==> config.mk <==
export PLATFORM = sky130hd
export DESIGN_NAME = tff_count_sequencer_flat
export DESIGN_NICKNAME = d
export VERILOG_FILES = /design/src/rtl/tff_count_sequencer_if.sv /design/src/rtl/tff_count_sequencer.sv /design/src/flat_wrapper.sv
export SDC_FILE = /design/constraint.sdc
export NUM_CORES = 1
export LEC_CHECK = 0
export CORE_MARGIN = 2
export CORE_UTILIZATION = 54
export CTS_CLUSTER_DIAMETER = 100
export DETAILED_ROUTE_END_ITERATION = 16
export MAX_ROUTING_LAYER = met4
export PLACE_DENSITY = 0.81
export SLEW_MARGIN = 25
export SYNTH_ARGS = -nofsm -noshare
export SYNTH_HDL_FRONTEND = slang
export SYNTH_SLANG_ARGS = --single-unit
export TNS_END_PERCENT = 10
==> constraint.sdc <==
create_clock -name clk -period 2.9 [get_ports clk]
set_input_delay 0.29 -clock clk [delete_from_list [all_inputs] [get_ports clk]]
set_output_delay 0.29 -clock clk [all_outputs]
set_load 0.02 [all_outputs]
==> src/rtl/tff_count_sequencer_if.sv <==
// rtl/tff_count_sequencer_if.sv - control/status bundle for the T flip-flop count sequencer
//
// Purpose : groups the run request, the run controls and the bank/status
//           outputs of tff_count_sequencer into one port.
// Signals : clear, start, up, limit, steps, hold  (requester -> sequencer)
//           t_vec, q, qb, busy, done, wrap        (sequencer -> requester)
// Modports: master = requester side, slave = sequencer side.
interface tff_count_sequencer_if #(
    parameter int WIDTH  = 4,
    parameter int STEP_W = 8
);
    logic              clear;
    logic              start;
    logic              up;
    logic [WIDTH-1:0]  limit;
    logic [STEP_W-1:0] steps;
    logic              hold;
    logic [WIDTH-1:0]  t_vec;
    logic [WIDTH-1:0]  q;
    logic [WIDTH-1:0]  qb;
    logic              busy;
    logic              done;
    logic              wrap;

    modport master (
        output clear, start, up, limit, steps, hold,
        input  t_vec, q, qb, busy, done, wrap
    );

    modport slave (
        input  clear, start, up, limit, steps, hold,
        output t_vec, q, qb, busy, done, wrap
    );
endinterface

==> src/rtl/tff_count_sequencer.sv <==
// rtl/tff_count_sequencer.sv - sequences a T flip-flop bank as an up/down modulo counter
//
// Purpose : on start, latches direction, limit and step count, then steps
//           the internal bank of WIDTH T flip-flops once per cycle (unless
//           held) through 0..limit, wrapping at either end, and pulses done
//           one cycle after the final update.
// Ports   : clk   - rising-edge clock
//           reset - asynchronous active-low reset
//           bus   - tff_count_sequencer_if.slave (requests in, bank/status out)
module tff_count_sequencer #(
    parameter int WIDTH  = 4,
    parameter int STEP_W = 8
) (
    input  logic                   clk,
    input  logic                   reset,
    tff_count_sequencer_if.slave   bus
);

    typedef enum logic [1:0] {
        ST_IDLE = 2'd0,
        ST_RUN  = 2'd1,
        ST_DONE = 2'd2
    } state_t;

    localparam logic [WIDTH-1:0]  Q_ZERO   = '0;
    localparam logic [WIDTH-1:0]  Q_ONE    = {{(WIDTH-1){1'b0}}, 1'b1};
    localparam logic [STEP_W-1:0] REM_ZERO = '0;
    localparam logic [STEP_W-1:0] REM_ONE  = {{(STEP_W-1){1'b0}}, 1'b1};

    state_t            state_q, state_d;
    logic [WIDTH-1:0]  q_q, q_d;
    logic              up_q, up_d;
    logic [WIDTH-1:0]  limit_q, limit_d;
    logic [STEP_W-1:0] rem_q, rem_d;

    logic [WIDTH-1:0]  nxt;
    logic              wrap_step;
    logic [WIDTH-1:0]  t_vec;
    logic              wrap;

    // Next count value. The >= compare lets a bank that starts above the
    // limit fall back to 0 on its first up step.
    always_comb begin
        nxt       = Q_ZERO;
        wrap_step = 1'b0;
        if (up_q) begin
            if (q_q >= limit_q) begin
                nxt       = Q_ZERO;
                wrap_step = 1'b1;
            end else begin
                nxt = q_q + Q_ONE;
            end
        end else begin
            if (q_q == Q_ZERO) begin
                nxt       = limit_q;
                wrap_step = 1'b1;
            end else begin
                nxt = q_q - Q_ONE;
            end
        end
    end

    always_comb begin
        state_d = state_q;
        q_d     = q_q;
        up_d    = up_q;
        limit_d = limit_q;
        rem_d   = rem_q;
        t_vec   = Q_ZERO;
        wrap    = 1'b0;

        case (state_q)
            ST_IDLE: begin
                if (bus.start) begin
                    up_d    = bus.up;
                    limit_d = bus.limit;
                    rem_d   = bus.steps;
                    state_d = (bus.steps != REM_ZERO) ? ST_RUN : ST_DONE;
                end
            end
            ST_RUN: begin
                if (!bus.hold) begin
                    // Toggle exactly the bits that differ; the bank then
                    // applies q ^ t_vec like a row of T flip-flops.
                    t_vec = q_q ^ nxt;
                    wrap  = wrap_step;
                    q_d   = q_q ^ t_vec;
                    rem_d = rem_q - REM_ONE;
                    if (rem_q == REM_ONE) begin
                        state_d = ST_DONE;
                    end
                end
            end
            ST_DONE: begin
                state_d = ST_IDLE;
            end
            default: begin
                state_d = ST_IDLE;
            end
        endcase

        // Abort wins over start, hold and stepping; latched direction and
        // limit are left as they were so a coincident start is not taken.
        if (bus.clear) begin
            state_d = ST_IDLE;
            q_d     = Q_ZERO;
            rem_d   = REM_ZERO;
            up_d    = up_q;
            limit_d = limit_q;
        end
    end

    always_ff @(posedge clk or negedge reset) begin
        if (!reset) begin
            state_q <= ST_IDLE;
            q_q     <= Q_ZERO;
            up_q    <= 1'b0;
            limit_q <= Q_ZERO;
            rem_q   <= REM_ZERO;
        end else begin
            state_q <= state_d;
            q_q     <= q_d;
            up_q    <= up_d;
            limit_q <= limit_d;
            rem_q   <= rem_d;
        end
    end

    // While reset is low the registers are already cleared asynchronously,
    // so every output below falls to its reset value without a clock.
    assign bus.t_vec = t_vec;
    assign bus.wrap  = wrap;
    assign bus.q     = q_q;
    assign bus.qb    = ~q_q;
    assign bus.busy  = (state_q == ST_RUN);
    assign bus.done  = (state_q == ST_DONE);

endmodule

==> src/flat_wrapper.sv <==
// flat-port wrapper written by rule: the top's interface ports become plain ports
module tff_count_sequencer_flat 
#(
    parameter int WIDTH  = 4,
    parameter int STEP_W = 8
)
  (clk, reset, bus_clear, bus_start, bus_up, bus_limit, bus_steps, bus_hold, bus_t_vec, bus_q, bus_qb, bus_busy, bus_done, bus_wrap);
  tff_count_sequencer_if #(.WIDTH(WIDTH), .STEP_W(STEP_W)) bus_i ();
  input  logic clk;
  input  logic reset;
  input wire logic [$bits(bus_i.clear)-1:0] bus_clear;
  input wire logic [$bits(bus_i.start)-1:0] bus_start;
  input wire logic [$bits(bus_i.up)-1:0] bus_up;
  input wire logic [$bits(bus_i.limit)-1:0] bus_limit;
  input wire logic [$bits(bus_i.steps)-1:0] bus_steps;
  input wire logic [$bits(bus_i.hold)-1:0] bus_hold;
  output wire logic [$bits(bus_i.t_vec)-1:0] bus_t_vec;
  output wire logic [$bits(bus_i.q)-1:0] bus_q;
  output wire logic [$bits(bus_i.qb)-1:0] bus_qb;
  output wire logic [$bits(bus_i.busy)-1:0] bus_busy;
  output wire logic [$bits(bus_i.done)-1:0] bus_done;
  output wire logic [$bits(bus_i.wrap)-1:0] bus_wrap;
  assign bus_i.clear = bus_clear;
  assign bus_i.start = bus_start;
  assign bus_i.up = bus_up;
  assign bus_i.limit = bus_limit;
  assign bus_i.steps = bus_steps;
  assign bus_i.hold = bus_hold;
  assign bus_t_vec = bus_i.t_vec;
  assign bus_q = bus_i.q;
  assign bus_qb = bus_i.qb;
  assign bus_busy = bus_i.busy;
  assign bus_done = bus_i.done;
  assign bus_wrap = bus_i.wrap;
  tff_count_sequencer #(.WIDTH(WIDTH), .STEP_W(STEP_W)) u_core (.clk(clk), .reset(reset), .bus(bus_i));
endmodule
==> metrics.md <==
| Metric | Value |
|---|---|
| Max Cap Viol | 0 |
| All-Layer GR Usage | 23.8% |
| Layout cells sized above 1 | 10.9% |
| Sequential fraction of the synthesis area | 31.9% |
| Worst Setup SP | u_core.bus.q[0]$_DFFE_PN0P_ |
| Data arrival time of the worst path | 2.53 ns |
| DP HPWL | 2780 µm |
| Fraction of registers with async set/reset | 100% |
| Cell count after synthesis | 169 |
| CTS H-Tree Depth | 1 |
| Clock power frac | 12.6% |
| FF-to-FF setup slack | 1.06 ns |
| Pleak | 0.836 nW |
| Cell area power density | 572 nW/µm² |
| P_int | 0.000617 W |
| Seq cells post-synth | 19 |
| Worst-Margin Slew | 0.892 ns |
| Initial antenna violation count | 0 |
| Clk_lat worst skew | 0.29 ns |
| Synth Net Count | 195 |
| Adder-Cell Fraction of Synth Area | 6.71% |
| Crit-path slowest cell | clkdlybuf4s50_1 |
| Tmin final | 2.82 ns |
| Unrepaired setup endpoints after global routing | yes |
| Flop pwr share | 36.7% |
| Post-synthesis xor/xnor area fraction | 0% |
| Synth area leader | dfrtp_1 |
| Status | finished clean |
| Die W | 56.6 µm |
| Fmax | 355 MHz |
| Commonest cells post-synth | dfrtp_1, nor2_1, a21oi_1, nand2_1 |
| VDD IR max | 0.445 mV |
| R2R Path End | u_core.bus.q[2]$_DFFE_PN0P_ |
| CTS Sinks | 19 |
| Vias per Instance | 6.09 |
| CTS tree | yes |
| Worst setup EP type | output pin |
| Psw | 0.000448 W |
| CTS Buf Count | 3 |
| Top delay family on crit path | buffers and inverters |
| Dpl cells | 229 |
| Die H | 56.6 µm |
| Final nets | 229 |
| Top cells by area, synth | dfrtp_1, ha_1, a21oi_1, o2bb2ai_1, nor2_1 |
| Std cell rows | 19 |
| Starting Density | 55.5% |
| Buffers & Inverters on Critical Path | 2 |
| Main combinational cell family by area after synthesis | simple AND/OR/NAND/NOR gates |
| DRT Pass-1 Iters | 4 |
| DRC viols | 0 |
| Worst rel slew slack | 40.3% |
| Post-CTS Setup Bufs | 0 |
| Cell with the most instances after synthesis | dfrtp_1 |
| Core Area | 2690 µm² |
| Most used flip-flop cell after synthesis | dfrtp_1 |
| Synth warn | 0 |
| First-pass GRT wire length | 5890 µm |
| Cell Area, Placed | 1830 µm² |
| CP Class | reg2out |
| Unique masters post-synth | 49 |
| IO Port Bufs | 32 |
| Final non-filler cell total | 233 |
| Slew Limit Fails | 0 |
| Synth Area in Compound Gates | 24.6% |
| Skew final | 0.00596 ns |
| Largest net degree at the start of global routing | 20 |
| Routed wire length | 3560 µm |
| Synth top area share | 31.9% |
| I/O Pins | 33 |
| Final setup vio count | 0 |
| Max incr delay on CP | 0.54 ns |
| Cell Chain, Critical Path | inv_1 > ha_1 > nor3b_1 > o211a_2 > a211oi_1 > a311o_1 > clkdlybuf4s50_1 |
| 1st-iter DRT viols | 37 |
| Post-synth EDFFs | 0 |
| Detail Route Antenna Nets | 0 |
| R2R depth | 6 |
| Worst EP required | 2.61 ns |
| Net Sw Frac | 42.1% |
| Combinational share of power | 50.7% |
| Diode count | 0 |
| Synthesis-to-finish area growth | 24.8% |
| Clock Path Buffers | 2 |
| Post-cts hold buffer count | 0 |
| Hold Crit Class | in2async |
| Mean Syn Cell Area | 8.83 µm² |
| Final hold violations | 0 |
| Cell area after layout | 1860 µm² |
| Root Driver | clkbuf_4 |
| Fin crit share | 97.1% |
| Full die area | 3200 µm² |
| Number of global-route vias before repair | 1,343 |
| Clk pin slew, worst setup/hold paths | 0.11 ns |
| Simple-gate share of the synthesized area | 26.2% |
| Post-Syn Area | 1490 µm² |
| GPL Wtd Cong | 0.926 |
| Critical Path Fanout Max | 8 |
| Mux cell area share after synthesis | 3.61% |
| Average routed wire per standard cell | 15.3 µm |
| Total grt overflow | 0 |
| Startpoint Class | flip-flop |
| Reg-to-reg startpoint | u_core.bus.q[1]$_DFFE_PN0P_ |
| Via Count | 1,419 |
area by class of cell:
| cell class | count | area (µm²) |
|---|---|---|
| well taps | 31 | 38.8 |
| flip-flops and latches | 19 | 477 |
| inverters | 12 | 46.3 |
| repair buffers | 37 | 362 |
| fillers | 228 | 825 |
| clock inverters | 1 | 5.00 |
| clock buffers | 3 | 22.5 |
| multi-input cells | 130 | 911 |
placed cells by master, fill, tap and decap left out, types with 3 or more instances in the layout:
| master | Yosys | layout |
|---|---|---|
| or3_1 | 3 | 3 |
| a21oi_1 | 13 | 13 |
| dfrtp_1 | 19 | 18 |
| nor2_1 | 15 | 15 |
| o2bb2ai_1 | 7 | 7 |
| nor3_1 | 4 | 4 |
| a211oi_1 | 3 | 3 |
| nor3b_1 | 4 | 4 |
| nor4_1 | 5 | 5 |
| ha_1 | 8 | 8 |
| buf_4 | 1 | 5 |
| o21ai_0 | 11 | 11 |
| nand2b_1 | 3 | 3 |
| clkdlybuf4s50_1 | 0 | 29 |
| clkbuf_4 | 0 | 3 |
| inv_1 | 11 | 11 |
| nand2_1 | 13 | 13 |
| nand2b_4 | 3 | 3 |
| o21ai_1 | 3 | 3 |
through the flow:
step / power [W] / worst slack, ns / hold slack (ns) / setup TNS (ns) / utilization (%)
6_report: 0.00106 / 0.0834 / 0.488 / 0 / 69.3
5_1_grt: 0.00115 / -0.0732 / 0.520 / -0.0732 / 69.3
4_1_cts: 0.00107 / 0.0165 / 0.506 / 0 / 69.1
3_5_place_dp: 0.000931 / 0.220 / 0.476 / 0 / 68.1
3_3_place_gp: 0.000913 / 0.270 / 0.487 / 0 / 68.1
2_1_floorplan: 0.000771 / 0.352 / -0.00559 / 0 / -
worst max-delay path by stage:
stage,to,slack [ns],depth (start not counted)
after CTS,bus_t_vec[0],0.02,7
after detailed placement,bus_t_vec[1],0.22,6
after floorplan,bus_t_vec[1],0.35,7
after global placement,bus_t_vec[1],0.27,6
after global routing,bus_t_vec[3],-0.07,7
final,bus_t_vec[3],0.08,7
power groups by stage:
stage	Sequential, W	Combinational (W)	Clock [W]
CTS	0.000390	0.000540	0.000139
global placement	0.000391	0.000521	0
floorplan	0.000376	0.000395	0
detailed placement	0.000394	0.000537	0
global route	0.000399	0.000594	0.000151
finish	0.000390	0.000540	0.000135
kinds of logic after synthesis:
logic type,Yosys count
AND/OR/NAND/NOR,63
AO/OA/AOI/OAI,54
buffers and inverters,20
flip-flops,19
adder cells (fa/ha/maj),8
multiplexers,5
flip-flops by register name, indices dropped and copies added, names as in the netlist:
register and count:
u_core.rem_q 8, u_core.state_q 2, u_core.up_q 1, u_core.limit_q 4, u_core.bus.q 4
metal layers:
metal  part of all wire, %  wire (µm)  vias to the layer above  global-route usage, %
met2                    52       1870                       47                   42.4
met5                     0          0                        -                      -
met3                   5.1        181                        9                   2.76
met4                   1.8         63                        0                   9.52
li1                      -          -                      684                      -
met1                    41       1450                      679                   27.1
timing repair:
action	4_1_cts	5_1_grt
endpoints found under the hold margin	0	0
pin swaps	1	0
resized for setup	3	2
setup endpoints to repair	2	3
No activity file was read; power rests on OpenSTA's default activity.
